--- config.mk ---
export PLATFORM = sky130hd
export DESIGN_NAME = seq_pattern_gen
export DESIGN_NICKNAME = d
export VERILOG_FILES = /design/src/rtl/seq_gen_pkg.sv /design/src/rtl/seq_gen_shreg.sv /design/src/rtl/seq_pattern_gen.sv
export SDC_FILE = /design/constraint.sdc
export NUM_CORES = 1
export LEC_CHECK = 0
export BUFFER_PORTS_ARGS = -buffer_cell sky130_fd_sc_hd__buf_4
export CAP_MARGIN = 20
export CORE_ASPECT_RATIO = 1.4
export CORE_MARGIN = 5
export CORE_UTILIZATION = 61
export CTS_CLUSTER_DIAMETER = 60
export CTS_CLUSTER_SIZE = 8
export DETAILED_ROUTE_END_ITERATION = 10
export GPL_TIMING_DRIVEN = 0
export HOLD_SLACK_MARGIN = 0.05
export PLACE_DENSITY = 0.82
export SLEW_MARGIN = 0
export SYNTH_ARGS = -nofsm -noshare
export SYNTH_HDL_FRONTEND = slang
export SYNTH_SLANG_ARGS = --single-unit
--- constraint.sdc ---
create_clock -name clk -period 7.1 [get_ports clk]
set_input_delay 1.42 -clock clk [delete_from_list [all_inputs] [get_ports clk]]
set_output_delay 1.42 -clock clk [all_outputs]
set_load 0.005 [all_outputs]
--- src/rtl/seq_gen_pkg.sv ---
// seq_gen_pkg: shared definitions for the serial pattern generator.
//   - default widths for the generator parameters
//   - FSM state encoding (legacy-compatible localparam constants)
//   - pattern-length clamp helper
package seq_gen_pkg;

    // Default widths; the top-level parameters take these as defaults.
    localparam int DEF_MAX_LEN = 8;
    localparam int DEF_LEN_W   = 4;
    localparam int DEF_CNT_W   = 8;
    localparam int DEF_GAP_W   = 3;

    // FSM state encoding.
    typedef logic [1:0] state_t;
    localparam state_t IDLE  = 2'd0;
    localparam state_t SHIFT = 2'd1;
    localparam state_t GAP   = 2'd2;
    localparam state_t DONE  = 2'd3;

    // Lengths beyond the widest supported pattern fall back to that width.
    function automatic int unsigned clamp_len(input int unsigned len,
                                              input int unsigned max_len);
        if (len > max_len) begin
            clamp_len = max_len;
        end else begin
            clamp_len = len;
        end
    endfunction

endpackage

--- src/rtl/seq_gen_shreg.sv ---
// seq_gen_shreg: shadow pattern, output shift register and bit index.
//   The pattern is stored left-justified so the bit to transmit always sits
//   in the MSB; shifting left fills with zeros, so once a pass is complete
//   the output bit is 0 without extra gating.
// Ports:
//   clk, rst        clock, asynchronous active-low reset
//   clear           drop the shift register and index (idle / abort)
//   load            capture pattern/len into the shadow and start a pass
//   reload          restart a pass from the shadow copy
//   shift           advance one bit
//   pattern, len    new configuration (len already clamped, 1..MAX_LEN)
//   bit_out         current serial bit (register output)
//   last_bit        current index is 0
//   last_next       index after this edge will be 0 (SEQGEN_MARK_EN only)
module seq_gen_shreg
    import seq_gen_pkg::*;
#(
    parameter int MAX_LEN = DEF_MAX_LEN,
    parameter int LEN_W   = DEF_LEN_W
) (
    input  logic               clk,
    input  logic               rst,
    input  logic               clear,
    input  logic               load,
    input  logic               reload,
    input  logic               shift,
    input  logic [MAX_LEN-1:0] pattern,
    input  logic [LEN_W-1:0]   len,
    output logic               bit_out,
    output logic               last_bit
`ifdef SEQGEN_MARK_EN
    ,
    output logic               last_next
`endif
);

    logic [MAX_LEN-1:0] pat_r;
    logic [MAX_LEN-1:0] sh_r;
    logic [MAX_LEN-1:0] aligned_s;
    logic [LEN_W-1:0]   len_r;
    logic [LEN_W-1:0]   idx_r;

    // Left-justify the low len bits of pattern so bit len-1 lands in the MSB.
    always_comb begin
        aligned_s = {MAX_LEN{1'b0}};
        for (int j = 0; j < MAX_LEN; j++) begin
            if (j < int'(len)) begin
                aligned_s[MAX_LEN-1-j] = pattern[int'(len)-1-j];
            end else begin
                aligned_s[MAX_LEN-1-j] = 1'b0;
            end
        end
    end

    // Shadow pattern, shift register and down-counting bit index.
    always_ff @(posedge clk or negedge rst) begin
        if (!rst) begin
            pat_r <= {MAX_LEN{1'b0}};
            sh_r  <= {MAX_LEN{1'b0}};
            len_r <= {LEN_W{1'b0}};
            idx_r <= {LEN_W{1'b0}};
        end else if (clear) begin
            sh_r  <= {MAX_LEN{1'b0}};
            idx_r <= {LEN_W{1'b0}};
        end else if (load) begin
            pat_r <= aligned_s;
            sh_r  <= aligned_s;
            len_r <= len;
            idx_r <= len - LEN_W'(1);
        end else if (reload) begin
            sh_r  <= pat_r;
            idx_r <= len_r - LEN_W'(1);
        end else if (shift) begin
            sh_r <= {sh_r[MAX_LEN-2:0], 1'b0};
            if (idx_r != {LEN_W{1'b0}}) begin
                idx_r <= idx_r - LEN_W'(1);
            end else begin
                idx_r <= idx_r;
            end
        end else begin
            sh_r  <= sh_r;
            idx_r <= idx_r;
        end
    end

    assign bit_out  = sh_r[MAX_LEN-1];
    assign last_bit = (idx_r == {LEN_W{1'b0}});

`ifdef SEQGEN_MARK_EN
    // Look-ahead of last_bit so the registered mark lines up with bit 0.
    always_comb begin
        if (clear) begin
            last_next = 1'b0;
        end else if (load) begin
            last_next = (len == LEN_W'(1));
        end else if (reload) begin
            last_next = (len_r == LEN_W'(1));
        end else if (shift) begin
            last_next = (idx_r == LEN_W'(1));
        end else begin
            last_next = (idx_r == {LEN_W{1'b0}});
        end
    end
`endif

endmodule

--- src/rtl/seq_pattern_gen.sv ---
// seq_pattern_gen: serial pattern transmitter feeding a detector's in_seq.
//   Sends pattern[pat_len-1:0] MSB-first, rep_cnt times, with gap_len zero
//   bits between repetitions. All outputs are registered.
// Optional feature macro: SEQGEN_MARK_EN adds output 'mark', high with the
//   last bit of every repetition.
// Ports:
//   clk, rst        clock, asynchronous active-low reset
//   start           begin a run (sampled only in IDLE)
//   abort           synchronous abort to IDLE, no done pulse
//   pattern, pat_len, rep_cnt, gap_len   run configuration, latched on start
//   ser_out         serial data
//   ser_valid       ser_out carries a pattern bit
//   busy            first pattern bit through last pattern bit, gaps included
//   done            one-cycle pulse after the last bit of the last repetition
//   mark            last bit of each repetition (SEQGEN_MARK_EN only)
module seq_pattern_gen
    import seq_gen_pkg::*;
#(
    parameter int MAX_LEN = DEF_MAX_LEN,
    parameter int LEN_W   = DEF_LEN_W,
    parameter int CNT_W   = DEF_CNT_W,
    parameter int GAP_W   = DEF_GAP_W
) (
    input  logic               clk,
    input  logic               rst,
    input  logic               start,
    input  logic               abort,
    input  logic [MAX_LEN-1:0] pattern,
    input  logic [LEN_W-1:0]   pat_len,
    input  logic [CNT_W-1:0]   rep_cnt,
    input  logic [GAP_W-1:0]   gap_len,
    output logic               ser_out,
    output logic               ser_valid,
    output logic               busy,
    output logic               done
`ifdef SEQGEN_MARK_EN
    ,
    output logic               mark
`endif
);

    state_t             state_r, next_state_s;
    logic [CNT_W-1:0]   rep_r, rep_next_s;
    logic [GAP_W-1:0]   gap_len_r, gap_len_next_s;
    logic [GAP_W-1:0]   gap_cnt_r, gap_cnt_next_s;
    logic [LEN_W-1:0]   len_eff_s;
    logic               load_s, reload_s, shift_s, clear_s;
    logic               bit_out_s, last_bit_s;
    logic               ser_valid_r, busy_r, done_r;

    assign len_eff_s = LEN_W'(clamp_len(32'(pat_len), MAX_LEN));

    seq_gen_shreg #(
        .MAX_LEN (MAX_LEN),
        .LEN_W   (LEN_W)
    ) u_shreg (
        .clk      (clk),
        .rst      (rst),
        .clear    (clear_s),
        .load     (load_s),
        .reload   (reload_s),
        .shift    (shift_s),
        .pattern  (pattern),
        .len      (len_eff_s),
        .bit_out  (bit_out_s),
        .last_bit (last_bit_s)
`ifdef SEQGEN_MARK_EN
        ,
        .last_next (last_next_s)
`endif
    );

`ifdef SEQGEN_MARK_EN
    logic last_next_s;
    logic mark_r;
`endif

    // Next-state, repetition/gap counter and shift-register control.
    always_comb begin
        next_state_s   = state_r;
        rep_next_s     = rep_r;
        gap_len_next_s = gap_len_r;
        gap_cnt_next_s = gap_cnt_r;
        load_s         = 1'b0;
        reload_s       = 1'b0;
        shift_s        = 1'b0;
        clear_s        = 1'b0;
        if (abort) begin
            next_state_s   = IDLE;
            rep_next_s     = {CNT_W{1'b0}};
            gap_cnt_next_s = {GAP_W{1'b0}};
            clear_s        = 1'b1;
        end else begin
            case (state_r)
                IDLE: begin
                    clear_s = 1'b1;
                    if (start) begin
                        gap_len_next_s = gap_len;
                        gap_cnt_next_s = {GAP_W{1'b0}};
                        if ((len_eff_s == {LEN_W{1'b0}}) || (rep_cnt == {CNT_W{1'b0}})) begin
                            next_state_s = DONE;
                            rep_next_s   = {CNT_W{1'b0}};
                        end else begin
                            next_state_s = SHIFT;
                            rep_next_s   = rep_cnt;
                            load_s       = 1'b1;
                            clear_s      = 1'b0;
                        end
                    end else begin
                        next_state_s = IDLE;
                    end
                end
                SHIFT: begin
                    if (!last_bit_s) begin
                        shift_s = 1'b1;
                    end else if (rep_r > CNT_W'(1)) begin
                        // The repetition count only ever reaches 1 here, so it cannot wrap.
                        rep_next_s = rep_r - CNT_W'(1);
                        if (gap_len_r != {GAP_W{1'b0}}) begin
                            next_state_s   = GAP;
                            gap_cnt_next_s = gap_len_r;
                            shift_s        = 1'b1;
                        end else begin
                            reload_s = 1'b1;
                        end
                    end else begin
                        next_state_s = DONE;
                        rep_next_s   = {CNT_W{1'b0}};
                        shift_s      = 1'b1;
                    end
                end
                GAP: begin
                    if (gap_cnt_r <= GAP_W'(1)) begin
                        next_state_s   = SHIFT;
                        gap_cnt_next_s = {GAP_W{1'b0}};
                        reload_s       = 1'b1;
                    end else begin
                        gap_cnt_next_s = gap_cnt_r - GAP_W'(1);
                        shift_s        = 1'b1;
                    end
                end
                DONE: begin
                    next_state_s = IDLE;
                    clear_s      = 1'b1;
                end
                default: begin
                    next_state_s = IDLE;
                    clear_s      = 1'b1;
                end
            endcase
        end
    end

    // State, counters and registered status outputs.
    always_ff @(posedge clk or negedge rst) begin
        if (!rst) begin
            state_r     <= IDLE;
            rep_r       <= {CNT_W{1'b0}};
            gap_len_r   <= {GAP_W{1'b0}};
            gap_cnt_r   <= {GAP_W{1'b0}};
            ser_valid_r <= 1'b0;
            busy_r      <= 1'b0;
            done_r      <= 1'b0;
        end else begin
            state_r     <= next_state_s;
            rep_r       <= rep_next_s;
            gap_len_r   <= gap_len_next_s;
            gap_cnt_r   <= gap_cnt_next_s;
            ser_valid_r <= (next_state_s == SHIFT);
            busy_r      <= (next_state_s == SHIFT) || (next_state_s == GAP);
            done_r      <= (next_state_s == DONE);
        end
    end

`ifdef SEQGEN_MARK_EN
    // Mark register: high alongside bit 0 of every repetition.
    always_ff @(posedge clk or negedge rst) begin
        if (!rst) begin
            mark_r <= 1'b0;
        end else begin
            mark_r <= (next_state_s == SHIFT) && last_next_s;
        end
    end

    assign mark = mark_r;
`endif

    assign ser_out   = bit_out_s;
    assign ser_valid = ser_valid_r;
    assign busy      = busy_r;
    assign done      = done_r;

endmodule
# Word level (Yosys, flattened, before mapping)
# Index checks and enable logic that the tools add are counted.
# classes
addsub	13
magnitude_cmp	19
eq_ne	10
n_mux	83
bitwise	2
reduce_logical	17
# op_table
operator	count
$lt 32x5->1 const B	8
$sub 32x4->32 const B	4
$mux 8	9
$sub 32x3->32 const B	2
$mux 1	41
$sub 32x2->32 const B	1
$bmux 1 s3	8
$mux 4	6
$mux 3	6
$lt 3x4->1 const A	4
$pmux 8 s2	1
$reduce_bool 4->1	4
$mux 2	7
$ne 3x3->1 const B	4
$sub 4x1->4 const B	3
$pmux 3 s3	1
$eq 2x2->1 const B	4
$gt 8x1->1 const B	1
$logic_not 4->1	2
$logic_not 8->1	1
$lt 1x4->1 const A	2
$lt 2x4->1 const A	2
$pmux 2 s4	1
$sub 8x1->8 const B	1
other kinds (13)	21
# totals
register_bits	43
input_bits	27
out_inout_bits	4
word_cells	155

# Logic depth before layout (Yosys ltp)
# Gate-level depths: netlist of run 1.
# logic_depth
ltp_word	10
depth_mapped	13
ltp_nobuf	11

# Cells and area by module
# Synthesis of run 1 repeated with hierarchy kept, for this count alone.
# unflattened
cells_unflattened	311
hier_area_um2	3066.7
# by_module_without_submodules
module	n_inst	cells_each	area_each_um2	seq_area_each_um2
seq_gen_shreg	1	154	1657.8	600.6
seq_pattern_gen	1	157	1408.9	475.5

# Least setup slack after synthesis of run 1
# No wires, ideal clock.
# synth_path
path_type	in2reg
from	input pat_len[3]
to	register u_shreg.sh_r[1]
setup_ps	125
arrival_ps	3553
required_ps	6975
slack_ps	3422
stages	8
n_path_buf	2
path_cell_list	clkbuf_1 -> nand2b_2 -> ha_1 -> a22oi_1 -> a311o_1 -> clkbuf_1 -> nor3b_4 -> mux2_2
# synth_between
elab_chain_len	10
elab_cells_between_ends	22
classes_between	add/sub (2); order compare (2); mux (15); reduce/logical (3)
# synth_lines
element	line	text
start: declaration	seq_pattern_gen.sv:29	input logic [LEN_W-1:0] pat_len,
$gt 4x4->1	seq_gen_pkg.sv:23	if (len > max_len) begin
$mux 4 (*)	seq_gen_pkg.sv:23	
$sub 4x1->5 or $logic_not 4->1 (tied branches)	seq_gen_shreg.sv:48, seq_pattern_gen.sv:100	
$sub 32x4->32 or $logic_or 1x1->1 (tied branches)	seq_gen_shreg.sv:48, seq_pattern_gen.sv:100	
$bmux 1 s3 or $mux 1 (tied branches)	seq_gen_shreg.sv:48, seq_pattern_gen.sv:100	
$mux 1, on equally long branches	seq_gen_shreg.sv:48, seq_pattern_gen.sv:97	
$mux 1, on equally long branches	seq_gen_shreg.sv:48, seq_pattern_gen.sv:94	
$mux 1, on equally long branches	seq_gen_shreg.sv:47, seq_pattern_gen.sv:88	
$mux 8	seq_gen_shreg.sv:65	end else if (load) begin
$mux 8	seq_gen_shreg.sv:62	end else if (clear) begin
end signal: assignment	seq_gen_shreg.sv:63	sh_r <= {MAX_LEN{1'b0}};
end signal: assignment	seq_gen_shreg.sv:67	sh_r <= aligned_s;
end signal: assignment	seq_gen_shreg.sv:71	sh_r <= pat_r;
end: declaration	seq_gen_shreg.sv:38	logic [MAX_LEN-1:0] sh_r;
# Mark *: on every way between the ends. The rest lies on a longest branch, timed or not. The select of a mux whose other input is x is not followed.
# A chain may end at the register's enable or synchronous reset.

# Worst setup path in the final report of run 1
# layout_path
from	input pat_len[3]
to	register u_shreg.len_r[3]
# layout_between
elab_chain_len	10
elab_cells_between_ends	14
classes_between	order compare (1); mux (9); bitwise (1); reduce/logical (3)
# layout_lines
element	line	text
$gt 4x4->1	seq_gen_pkg.sv:23	
$mux 4 (*)	seq_gen_pkg.sv:23	
$logic_not 4->1	seq_pattern_gen.sv:100	if ((len_eff_s == {LEN_W{1'b0}}) || (rep_cnt == {CNT_W{1'b0}})) begin
$logic_or 1x1->1	seq_pattern_gen.sv:100	
$mux 1	seq_pattern_gen.sv:100	
$mux 1	seq_pattern_gen.sv:97	if (start) begin
$pmux 1 s2	seq_pattern_gen.sv:94	case (state_r)
$mux 1	seq_pattern_gen.sv:88	if (abort) begin
$not 1->1 (no source line)	-	
$reduce_and 2->1 (no source line)	-	
end signal: assignment	seq_gen_shreg.sv:60	len_r <= {LEN_W{1'b0}};
end signal: assignment	seq_gen_shreg.sv:68	len_r <= len;
end: declaration	seq_gen_shreg.sv:40	logic [LEN_W-1:0] len_r;
# Mark *: on every way between the ends. The rest lies on a longest branch, timed or not.

==> results.txt, run 1 <==
* Die Footprint: 0.00629 mm2
- Detailed Place HPWL: 5.05 mm
* Synth Area per Inst: 9.61 um2
- Power per standard cell area: 232 mW/mm2
* Final Total Pwr: 0.767 mW
- The final max-slew violation count was 0.
* Area growth from synthesis to layout: 13.2%
- Antenna Violating Nets Remaining: 0
- The most numerous cell type found on the critical path is clkbuf_1.
* Total inserted antenna cells: 0
- Clk network pwr share: 0.193
- Biggest area contributors in the synthesized netlist: dfrtp_1 (37%), mux2i_1 (7.2%), ha_1 (6.0%)
- The run finished with clean final reports.
- Fin nets: 382
* Switching power total: 0.282 mW
- The analysis attributes to cell leakage a power of 1.54 nW.
- Counting flops with a built-in enable in the synthesized netlist gives 0.
- Reg-to-reg critical path startpoint: state_r[1]
* Initial standard-cell utilization of the core: 0.634
* Register bit total from synthesis: 43
* End of the worst register-to-register path: u_shreg.len_r[3]
- Routability Congestion: 0.893
- The floorplan has 29 rows.
- Based on the critical path, the design can be clocked at up to 252 MHz.
* Max Clock Skew: 0.00830 ns
- STA puts the critical path data required time at 7.28 ns.
- Hold-critical path depth: 2
- The internal power of the cells totals 0.485 mW.
- CTS clock-pin slew for the worst setup and hold paths: 0.07 ns
- The first detailed-routing pass took 4 iterations.
* Floorplan die width: 68.5 um
- Cell-by-cell trace of the critical path: buf_4 > clkbuf_1 > nand2b_2 > ha_1 > a22oi_1 > and2_2 > clkbuf_4 > o21ai_1 > clkbuf_1 > mux2_1
- The library cells used most frequently in the layout, excluding fill and tap cells, are dfrtp_1 (43), nand2_1 (35), buf_4 (30), mux2i_1 (21), inv_1 (17).
- Of all flip-flops after synthesis, the portion carrying an async set or reset was 1.00.
- Slowest cell on the critical path: clkbuf_1
* Total setup violations reported at the end of the flow: 0
- Die Y: 91.9 um
- Input and output buffers added on the ports amount to 30.
- Number of cells in the finished layout apart from fillers: 403
- CTS placed an instance of clkbuf_8 at the clock tree root.
- Fraction of the mapped netlist area in compound gates: 0.205
- The clock period could shrink to 3.96 ns.
- Type of the setup path with the least slack: in2reg
* Part of the total power dissipated in combinational logic: 0.374
* Warning count from the yosys run: 0
* Clock latency on the worst-skew pair: 0.29 ns
* Commonest non-fill, non-tap cell in the layout: dfrtp_1
* DRC: 0
- STA classifies the critical path startpoint as a primary input.
- Count of cells resized by post-cts repair: 0
- Cell taking the most area after synthesis: dfrtp_1
* Worst path setup slack after routing: 3.14 ns
- TritonCTS built the clock tree.
* Fraction of synthesized cell area in xor and xnor cells: 0.0240
* Hold violation total from the final report: 0
* Largest family of logic cells by synthesized area: compound AO/OA/AOI/OAI gates
- The tree built by TritonCTS fans out to 43 sinks.
- Capture endpoint of the worst hold path: u_shreg.pat_r[2]
- 31 I/O pins were placed.
- Clock buffer count from CTS: 5
- Summed over all failing endpoints, the final setup total negative slack is 0 ns.
* Yosys top cell area share: 0.368
* Share of synthesized cell area in and, or, nand and nor gates: 0.159
- Slowest Stage Delay on Critical Path: 0.44 ns
- Worst-margin pin slew: 0.653 ns
* Via count: 2423
* Worst IR drop on VDD: 0.135 mV
- The number of antenna violations at the first check in global routing came to 0.
- In this run, post-CTS hold repair placed 0 buffers.
- The first routing iteration left 104 violations.
- Dividing the detail-routed wire length by the instance count gives 15.8 um.
- Of the total synthesized cell area, the portion taken by full adders, half adders and majority gates is 0.0600.
* Syn Nets: 345
- After global routing the overflow that remains totals 0.
- Of the cells placed in the final design, the portion with a size suffix greater than 1 is 0.208.
* Critical-path maximum fanout: 10
- Largest delay share family, worst path: buffers and inverters
- Counting along the longest clock path gives a buffer depth of 2.
- Via count of the first global-routing pass: 2426
- Largest net degree at the start of global routing: 44
- Worst relative slew slack: 0.564
- For flop-to-flop paths, the worst setup slack is 4.41 ns.
- Worst slack after detailed placement: 2.87 ns
* Core footprint: 0.00461 mm2
* Tightest hold margin: 0.482 ns
- Summed over all layers, the routed wires come to 6.38 mm.
- Count of max-cap constraint violations: 0
* Leading register cell type out of synthesis: dfrtp_1
- Total global routing track utilization: 0.220
- Unique masters post-synth: 60
- Counting tap cells, the placed design contains a total of 396 instances.
- Via density per instance: 6.01
- CP Data Arrival Time: 4.14 ns
* Sort of element at the end of the critical path: flop
* Startpoint of the most critical hold path: u_shreg.pat_r[2]
- The mapped netlist covers 0.00292 mm2.
- In this run the post-CTS setup repair buffer count came out at 0.
- In this run the number of H-tree levels came out at 2.
* Part of the total power dissipated in sequential elements: 0.433
* Mux share of post-synthesis cell area: 0.137
- Number of buffers and inverters on the critical path: 4
- Of the synthesized area, sequential elements account for 0.368.
- Of the available clock period, the critical path in the final layout requires 0.558.
- Post-Synthesis Cells: 304
- Global-route wire length before repair: 10.7 mm
- The min-delay analysis places its worst path in the category reg2reg.
- Of the total power, the share spent switching nets is 0.367.
* RSZ-0062 raised after global routing: false
- R2R depth: 10
[cells in the mapped netlist (2+ instances only)]
master and n:
o31ai_1 10, mux2_1 2, inv_1 17, nor3_1 8, mux4_2 3, a221oi_1 2, a21o_1 2, o21ai_1 15
nor2_1 13, or3_1 2, nor4_1 5, a22oi_1 8, buf_2 2, clkbuf_1 8, xor2_1 3, mux2i_1 21
o32ai_1 4, dfrtp_1 43, o21bai_1 2, xnor2_1 5, o21ai_0 11, o22ai_1 2, nand3_1 3, a32oi_1 2
nand2_1 35, a31oi_1 2, nand2b_1 3, a21oi_1 15, or2_1 2, nor2b_1 3, ha_1 14, mux2_2 9
[metal layers]
metal  wire, um  up-vias  GRT usage
li1           -     1182          -
met1       2510     1163      0.240
met2       3450       59      0.392
met3        210       19     0.0355
met4        206        0      0.108
met5          0        -          0
[power groups by stage]
stage / clock network [mW] / logic [mW] / registers, mW
final: 0.148 / 0.287 / 0.333
after global routing: 0.163 / 0.322 / 0.339
after CTS: 0.154 / 0.287 / 0.332
after detailed placement: 0 / 0.286 / 0.337
after global placement: 0 / 0.278 / 0.335
after floorplan: 0 / 0.216 / 0.327
[state kept, by name, summed over array words and instances (netlist names)]
register and count:
u_shreg.pat_r 8, state_r 2, gap_cnt_r 3, ser_valid 1
done 1, rep_r 8, busy 1, gap_len_r 3
u_shreg.idx_r 4, u_shreg.sh_r 8, u_shreg.len_r 4
[how the worst max path moves through the flow]
stage / start / end / slack (ns) / cells after the start
after CTS: pat_len[3] / u_shreg.len_r[3] / 3.17 / 10
final: pat_len[3] / u_shreg.len_r[3] / 3.14 / 10
after detailed placement: pat_len[3] / u_shreg.sh_r[5] / 2.87 / 9
after floorplan: pat_len[3] / u_shreg.sh_r[1] / 3.42 / 8
after global placement: pat_len[3] / u_shreg.len_r[3] / 2.87 / 10
after global routing: pat_len[3] / u_shreg.len_r[3] / 2.95 / 10
[worst reg2reg max path: stages, from the launching register on]
cell and delay, ns:
dfrtp_1 0.43, inv_1 0.08, ha_1 0.17, buf_2 0.16, nand2_1 0.10, nor2_1 0.10, and2_2 0.20, clkbuf_4 0.18
o21ai_1 0.35, clkbuf_1 0.44, mux2_1 0.37
[cell type report]
class	instances	area, um2
sequential	43	1080
inverter	18	72.6
buffer	12	62.6
timing repair buffer	30	225
fill	364	1300
multi-input combinational	231	1710
tap	62	77.6
clock buffer	5	68.8
clock inverter	2	13.8
[through the flow]
stage,utilization,cell area (um2)
2_1_floorplan,-,2920
3_3_place_gp,0.700,3220
3_5_place_dp,0.700,3220
4_1_cts,0.718,3310
5_1_grt,0.718,3310
6_report,0.718,3310
[cell families after synthesis]
kind of cell,after synthesis
compound gates,87
simple gates,87
flops,43
mux,35
buf+inv,30
fa+ha+maj,14
xor+xnor,8
Note: power is estimated with default switching activity, not from simulation.
==> run 2: changes to the inputs <==
--- a/config.mk
+++ b/config.mk
@@ -9,13 +9,13 @@
 export CAP_MARGIN = 20
 export CORE_ASPECT_RATIO = 1.4
 export CORE_MARGIN = 5
-export CORE_UTILIZATION = 61
+export CORE_UTILIZATION = 53
 export CTS_CLUSTER_DIAMETER = 60
 export CTS_CLUSTER_SIZE = 8
 export DETAILED_ROUTE_END_ITERATION = 10
 export GPL_TIMING_DRIVEN = 0
 export HOLD_SLACK_MARGIN = 0.05
-export PLACE_DENSITY = 0.82
+export PLACE_DENSITY = 0.76
 export SLEW_MARGIN = 0
 export SYNTH_ARGS = -nofsm -noshare
 export SYNTH_HDL_FRONTEND = slang
==> constraint.sdc (replaced) <==
create_clock -name clk -period 3.2 [get_ports clk]
set_input_delay 0.64 -clock clk [delete_from_list [all_inputs] [get_ports clk]]
set_output_delay 0.64 -clock clk [all_outputs]
set_load 0.005 [all_outputs]
==> run 2 against run 1 <==
Sequential share of layout area shrank 0.65 points. Setup slack lost 2.8 ns. Clock power grew to 3.1 times the previous value. Sequential power grew 120%. Die area grew 13%. Non-clock buffer count is the same. Register-to-register slack lost 3.9 ns. Combinational power grew 120%. Largest power group unchanged. Total power grew 140%. Critical endpoint is now u_shreg.sh_r[1]. Final cell count grew 1.7%.
==> results.txt, run 2 (synthesis gave the netlist of run 1 again) <==
* Run status: finished, final reports clean
* Initial standard-cell utilization of the core: 0.537
* Sort of element at the end of the critical path: flop
* Fin nets: 382
- Antenna Violating Nets Remaining: 0
* Achievable clock frequency: 344 MHz
* Final min period: 2.91 ns
- TritonCTS created 5 clock buffers.
- Via density per instance: 6.04
* Post-cts hold buffer count: 0
* Critical-path maximum fanout: 13
* Floorplan die width: 72.8 um
- Clock latency on the worst-skew pair: 0.30 ns
- Largest registers: rep_r x8, u_shreg.pat_r x8, u_shreg.sh_r x8
- Total of fill cells in the finished design: 478
- CTS clock-pin slew for the worst setup and hold paths: 0.09 ns
- Antenna violations before repair: 0
- Maximum buffer depth of the clock tree: 2
- The HPWL after detailed placement is 5.14 mm.
- Largest net degree at the start of global routing: 44
- For this design the top-level I/O count stands at 31.
- The detailed router finished its first iteration with 148 violations.
- Path class of the lowest-slack min-delay path: in2async
- Hold timing on the final database bottoms out at a slack of 0.307 ns.
- In this run the tightest slew margin relative to its limit is 0.547.
* DRC: 0
- Worst path setup slack after routing: 0.291 ns
- Hold violation total from the final report: 0
- Total setup violations reported at the end of the flow: 0
- CTS tree: built
- Setup total negative slack: 0 ns
- The final max-slew violation count was 0.
* Multi-input combinational cell area: 0.00171 mm2
* Routability Congestion: 0.930
* Worst EP required: 3.38 ns
- Routed wire per std cell: 16.2 um
- The clock net in this run drives a total of 43 sinks.
- Area growth from synthesis to layout: 15.5%
- Summing over every cut layer, the via total after detailed routing is 2476.
- The clock tree synthesis step divided the H-tree into 2 levels.
- Placed Cells incl. Taps: 402
- Final instance area: 0.00337 mm2
- RSZ-0062 raised after global routing: false
* Clock Root Buffer: clkbuf_8
* Cell area reported after detailed placement: 0.00323 mm2
- Most used cells in the layout excluding fill and tap cells: dfrtp_1 (43), nand2_1 (35), buf_4 (30), mux2i_1 (21), inv_1 (17)
* Core footprint: 0.00545 mm2
- Total inserted antenna cells: 0
- The design draws 1.84 mW.
- Across the whole layout, storage elements account for 0.00108 mm2.
- Number of cells in the finished layout apart from fillers: 410
* Die Footprint: 0.00712 mm2
- Data on the critical path arrives at its endpoint at 3.09 ns.
* Type of the setup path with the least slack: in2reg
* Commonest non-fill, non-tap cell in the layout: dfrtp_1
* Count of max-cap constraint violations: 0
- First-pass iteration count of the detailed router: 4
- Worst-margin pin slew: 0.680 ns
- Via count of the first global-routing pass: 2521
- In this run the tool buffered the top-level ports with 30 buffer cells.
- Die Y: 97.8 um
* Global-route wire length before repair: 11.2 mm
- STA classifies the critical path startpoint as a primary input.
- Max Clock Skew: 0.00886 ns
- Fraction of the cycle the final worst path needs: 0.909
- Overflow left after global routing: 0
- In the final layout, the share of cells above drive strength 1 is 0.219.
- Summed over all cells, the static leakage comes to 1.57 nW.
- Power per standard cell area: 544 mW/mm2
- OpenSTA, run right after detailed placement, puts the worst setup slack at -0.314 ns.
* Worst IR drop on VDD: 0.324 mV
- For this run, the total global-route usage over all layers was measured as 0.194.
- Final wirelength: 6.65 mm
- Row generation in the floorplan step produced 32 rows.
- At the end of the flow the core is filled with cells to 0.620.
[run 2: layer usage]
metal,vias to the layer above,global-route usage,wire length (um)
met4,0,0.0824,208
met5,-,0,0
met3,16,0.0309,296
met2,64,0.359,3630
met1,1210,0.210,2520
li1,1186,-,-
[run 2: worst paths after layout]
| kind | startpoint | endpoint | slack, ns | cells after the start |
|---|---|---|---|---|
| hold reg to reg | u_shreg.pat_r[6] | u_shreg.pat_r[6] | 0.48 | 1 |
| max in group asynchronous | rst | u_shreg.len_r[0] | 2.51 | 1 |
| hold / removal | rst | gap_len_r[2] | 0.31 | 1 |
| setup / recovery | pat_len[3] | u_shreg.sh_r[1] | 0.29 | 10 |
| min in group clk | u_shreg.pat_r[6] | u_shreg.pat_r[6] | 0.48 | 1 |
| setup reg to reg | state_r[0] | u_shreg.idx_r[2] | 0.56 | 13 |
[run 2: final cells by class]
cell class,count,share of cell area
Multi-Input combinational cell,231,0.508
Sequential cell,43,0.319
Timing Repair Buffer,31,0.0727
Tap cell,68,0.0252
Clock buffer,6,0.0245
Inverter,18,0.0215
Buffer,11,0.0178
Clock inverter,2,0.0115
[run 2: power by group]
group | switching [mW] | leakage [nW] | internal, mW
Clock | 0.196 | 0.0618 | 0.257
Combinational | 0.358 | 0.947 | 0.285
Sequential | 0.0919 | 0.564 | 0.648
Total | 0.646 | 1.57 | 1.19
[run 2: worst max-delay path: stages]
cell      delay [ns]
buf_4           0.16
nand2b_1        0.11
buf_2           0.22
ha_1            0.32
a22oi_1         0.18
a311o_1         0.42
clkbuf_1        0.27
nor3b_4         0.30
buf_12          0.15
mux2_2          0.33
[run 2: timing repair]
item | in CTS | in global routing
pin swaps | 1 | 1
endpoints found under the setup margin | 2 | 10
setup buffers | 0 | 1
endpoints found under the hold margin | 0 | 0
resized for setup | 1 | 1
==> run 3: changes to the inputs <==
--- a/config.mk
+++ b/config.mk
@@ -16,6 +16,7 @@
 export GPL_TIMING_DRIVEN = 0
 export HOLD_SLACK_MARGIN = 0.05
 export PLACE_DENSITY = 0.76
+export RECOVER_POWER = 100
 export SLEW_MARGIN = 0
 export SYNTH_ARGS = -nofsm -noshare
 export SYNTH_HDL_FRONTEND = slang
==> run 3 against run 2 <==
Largest power group unchanged. Cell area decreased by 0.45%. Setup slack got worse by 0.0090 ns. The run now ends with capacitance limit, slew limit left. Register-to-register slack worse by 0.23 ns. Combinational power down 2%. Highest routed layer unchanged. Global-route usage unchanged.
==> results.txt, run 3 (synthesis gave the netlist of run 1 again) <==
* Hold-critical path depth: 2
* CP Data Arrival Time: 3.10 ns
- Of the cells placed in the final design, the portion with a size suffix greater than 1 is 0.205.
- Setup crit start kind: primary input
- Run status: finished with violations
* Max Clock Skew: 0.00857 ns
- The analysis attributes to cell leakage a power of 1.56 nW.
- Number of top-level pins: 31
- Floorplan die width: 72.8 um
- The number of antenna violations at the first check in global routing was 0.
* Final wirelength: 6.68 mm
- The worst hold path terminates at u_shreg.pat_r[3].
* Die Y: 97.8 um
- For the worst-skew pair, the clock arrives at the later sink with an insertion delay of 0.30 ns.
- Largest net degree at the start of global routing: 44
- Total global routing track utilization: 0.194
- Setup total negative slack: 0 ns
- Via density per instance: 6.07
- Worst EP required: 3.38 ns
- The clock passes through at most 2 buffers.
- CTS tree: built
* Core footprint: 0.00545 mm2
- The critical path goes through buf_4 > nand2b_1 > buf_2 > ha_1 > a22oi_1 > a311o_1 > clkbuf_1 > nor3b_4 > buf_12 > mux2_2.
- Overflow left after global routing: 0
* First-pass iteration count of the detailed router: 4
- End of the worst register-to-register path: u_shreg.idx_r[3]
- Detailed placement ended at an HPWL of 5.14 mm.
* Total setup violations reported at the end of the flow: 0
* CTS clock-pin slew for the worst setup and hold paths: 0.09 ns
- The number of hold-slack violations in the final timing report was 0.
- R2R depth: 12
- Sort of element at the end of the critical path: flop
* Commonest non-fill, non-tap cell in the layout: dfrtp_1
- Critical-path maximum fanout: 13
- Max-cap violations in this run came to 1.
* Flop2flop setup slack: 0.33 ns
* Area growth from synthesis to layout: 15.0%
- Worst relative slew slack: -0.507
- Final min period: 2.92 ns
- The number of clock buffers added by TritonCTS is 5.
- Die Footprint: 0.00712 mm2
* RSZ-0062 raised after global routing: false
- The library cells used most frequently in the layout, excluding fill and tap cells, are dfrtp_1 (43), nand2_1 (35), buf_4 (25), mux2i_1 (21), o21ai_0 (20).
* Total of fill cells in the finished design: 481
- Final Total Pwr: 1.82 mW
- The final reports fail on capacitance limit, slew limit.
* Power per standard cell area: 543 mW/mm2
- Startpoint of the most critical hold path: u_shreg.pat_r[3]
- Count of port buffers added during placement: 30
- Fraction of the cycle the final worst path needs: 0.912
* Initial standard-cell utilization of the core: 0.537
- In the final layout, the registers with the most flip-flops are rep_r x8, u_shreg.pat_r x8, u_shreg.sh_r x8.
* Via count of the first global-routing pass: 2521
* Worst-margin pin slew: 2.26 ns
* Max Transition Viols Final: 44
- Global-route wire length before repair: 11.2 mm
- In the final design database the tool counted 382 nets.
- The congestion estimate from routability-driven global placement came to 0.930.
* Routed wire per std cell: 16.3 um
- Reg-to-reg critical path startpoint: state_r[0]
- DRC: 0
- Clock Root Buffer: clkbuf_8
- Number of sinks on the clock net: 43
* Achievable clock frequency: 343 MHz
- 1st-iter DRT viols: 160
- Via count: 2487
- Slowest cell on the critical path: a311o_1
- In this run the number of H-tree levels came out at 2.
* Total inserted antenna cells: 0
- Across the VDD grid, the largest voltage drop is 0.324 mV.
- In this run, post-CTS hold repair placed 0 buffers.
* Path class of the lowest-slack min-delay path: reg2reg
* Antenna Violating Nets Remaining: 0
* Type of the setup path with the least slack: in2reg
- Site row count: 32
* Slowest Stage Delay on Critical Path: 0.42 ns
==> run 3: cell count changes in the layout (fill, tap and decap cells not counted), moves of 2 or more <==
cell,change
o21ai_1,-9
buf_4,-5
clkbuf_1,+3
o21ai_0,+9
or2_0,+2
or2_1,-2
clkbuf_4,+4
==> run 3: worst max path at each step <==
| stage | start | end | slack (ns) | cells past startpoint |
|---|---|---|---|---|
| floorplan | pat_len[3] | u_shreg.sh_r[1] | 0.30 | 8 |
| CTS | pat_len[3] | u_shreg.sh_r[1] | 0.004 | 9 |
| detailed placement | pat_len[3] | u_shreg.sh_r[2] | -0.31 | 9 |
| finish | pat_len[3] | u_shreg.sh_r[1] | 0.28 | 10 |
| global placement | pat_len[3] | u_shreg.sh_r[3] | -0.31 | 9 |
| global route | pat_len[3] | u_shreg.idx_r[3] | 0.1 | 12 |
==> run 3: through the flow <==
step | std cells | area (um2) | hold WS, ns | setup WS, ns | util
CTS | 410 | 3350 | 0.336 | 0.00430 | 0.616
global route | 410 | 3360 | 0.513 | 0.0969 | 0.617
detailed placement | 402 | 3230 | 0.466 | -0.314 | 0.594
global placement | 402 | 3230 | 0.460 | -0.306 | 0.594
floorplan | 304 | 2920 | 0.344 | 0.302 | -
finish | 410 | 3360 | 0.487 | 0.282 | 0.617
==> run 3: per-layer routing <==
layer | GRT usage | routed length (um) | share of wire | up-vias
met5 | 0 | 0 | 0 | -
met4 | 0.0824 | 239 | 0.036 | 0
met3 | 0.0309 | 322 | 0.048 | 20
met2 | 0.359 | 3610 | 0.54 | 64
met1 | 0.210 | 2500 | 0.37 | 1213
li1 | - | - | - | 1190
==> run 3: repair_timing <==
action / 4_1_cts / 5_1_grt
endpoints found under the setup margin: 2 / 10
resized for setup: 1 / 1
pin swaps: 1 / 1
setup buffers: 0 / 1
==> run 3: layout make-up <==
type / instances / area [um2] / area share
flip-flops and latches: 43 / 1080 / 0.320
clock inverters: 2 / 38.8 / 0.0115
multi-input cells: 231 / 1710 / 0.508
plain buffers: 11 / 57.6 / 0.0171
clock buffers: 6 / 82.6 / 0.0246
repair buffers: 31 / 241 / 0.0719
inverters: 18 / 72.6 / 0.0216
well taps: 68 / 85.1 / 0.0253
==> run 3: power by group <==
| part | internal (mW) | total (mW) | switching, mW |
|---|---|---|---|
| sequential | 0.648 | 0.741 | 0.0923 |
| clock | 0.257 | 0.451 | 0.195 |
| combinational | 0.278 | 0.631 | 0.353 |
==> run 3: worst max-delay path, delay by kind of cell <==
kind,cells,cell delay [ns]
muxes,1,0.33
buffers and inverters,4,0.80
AOI/OAI and AO/OA,2,0.60
adders and majority gates,1,0.33
and+or+nand+nor,2,0.41
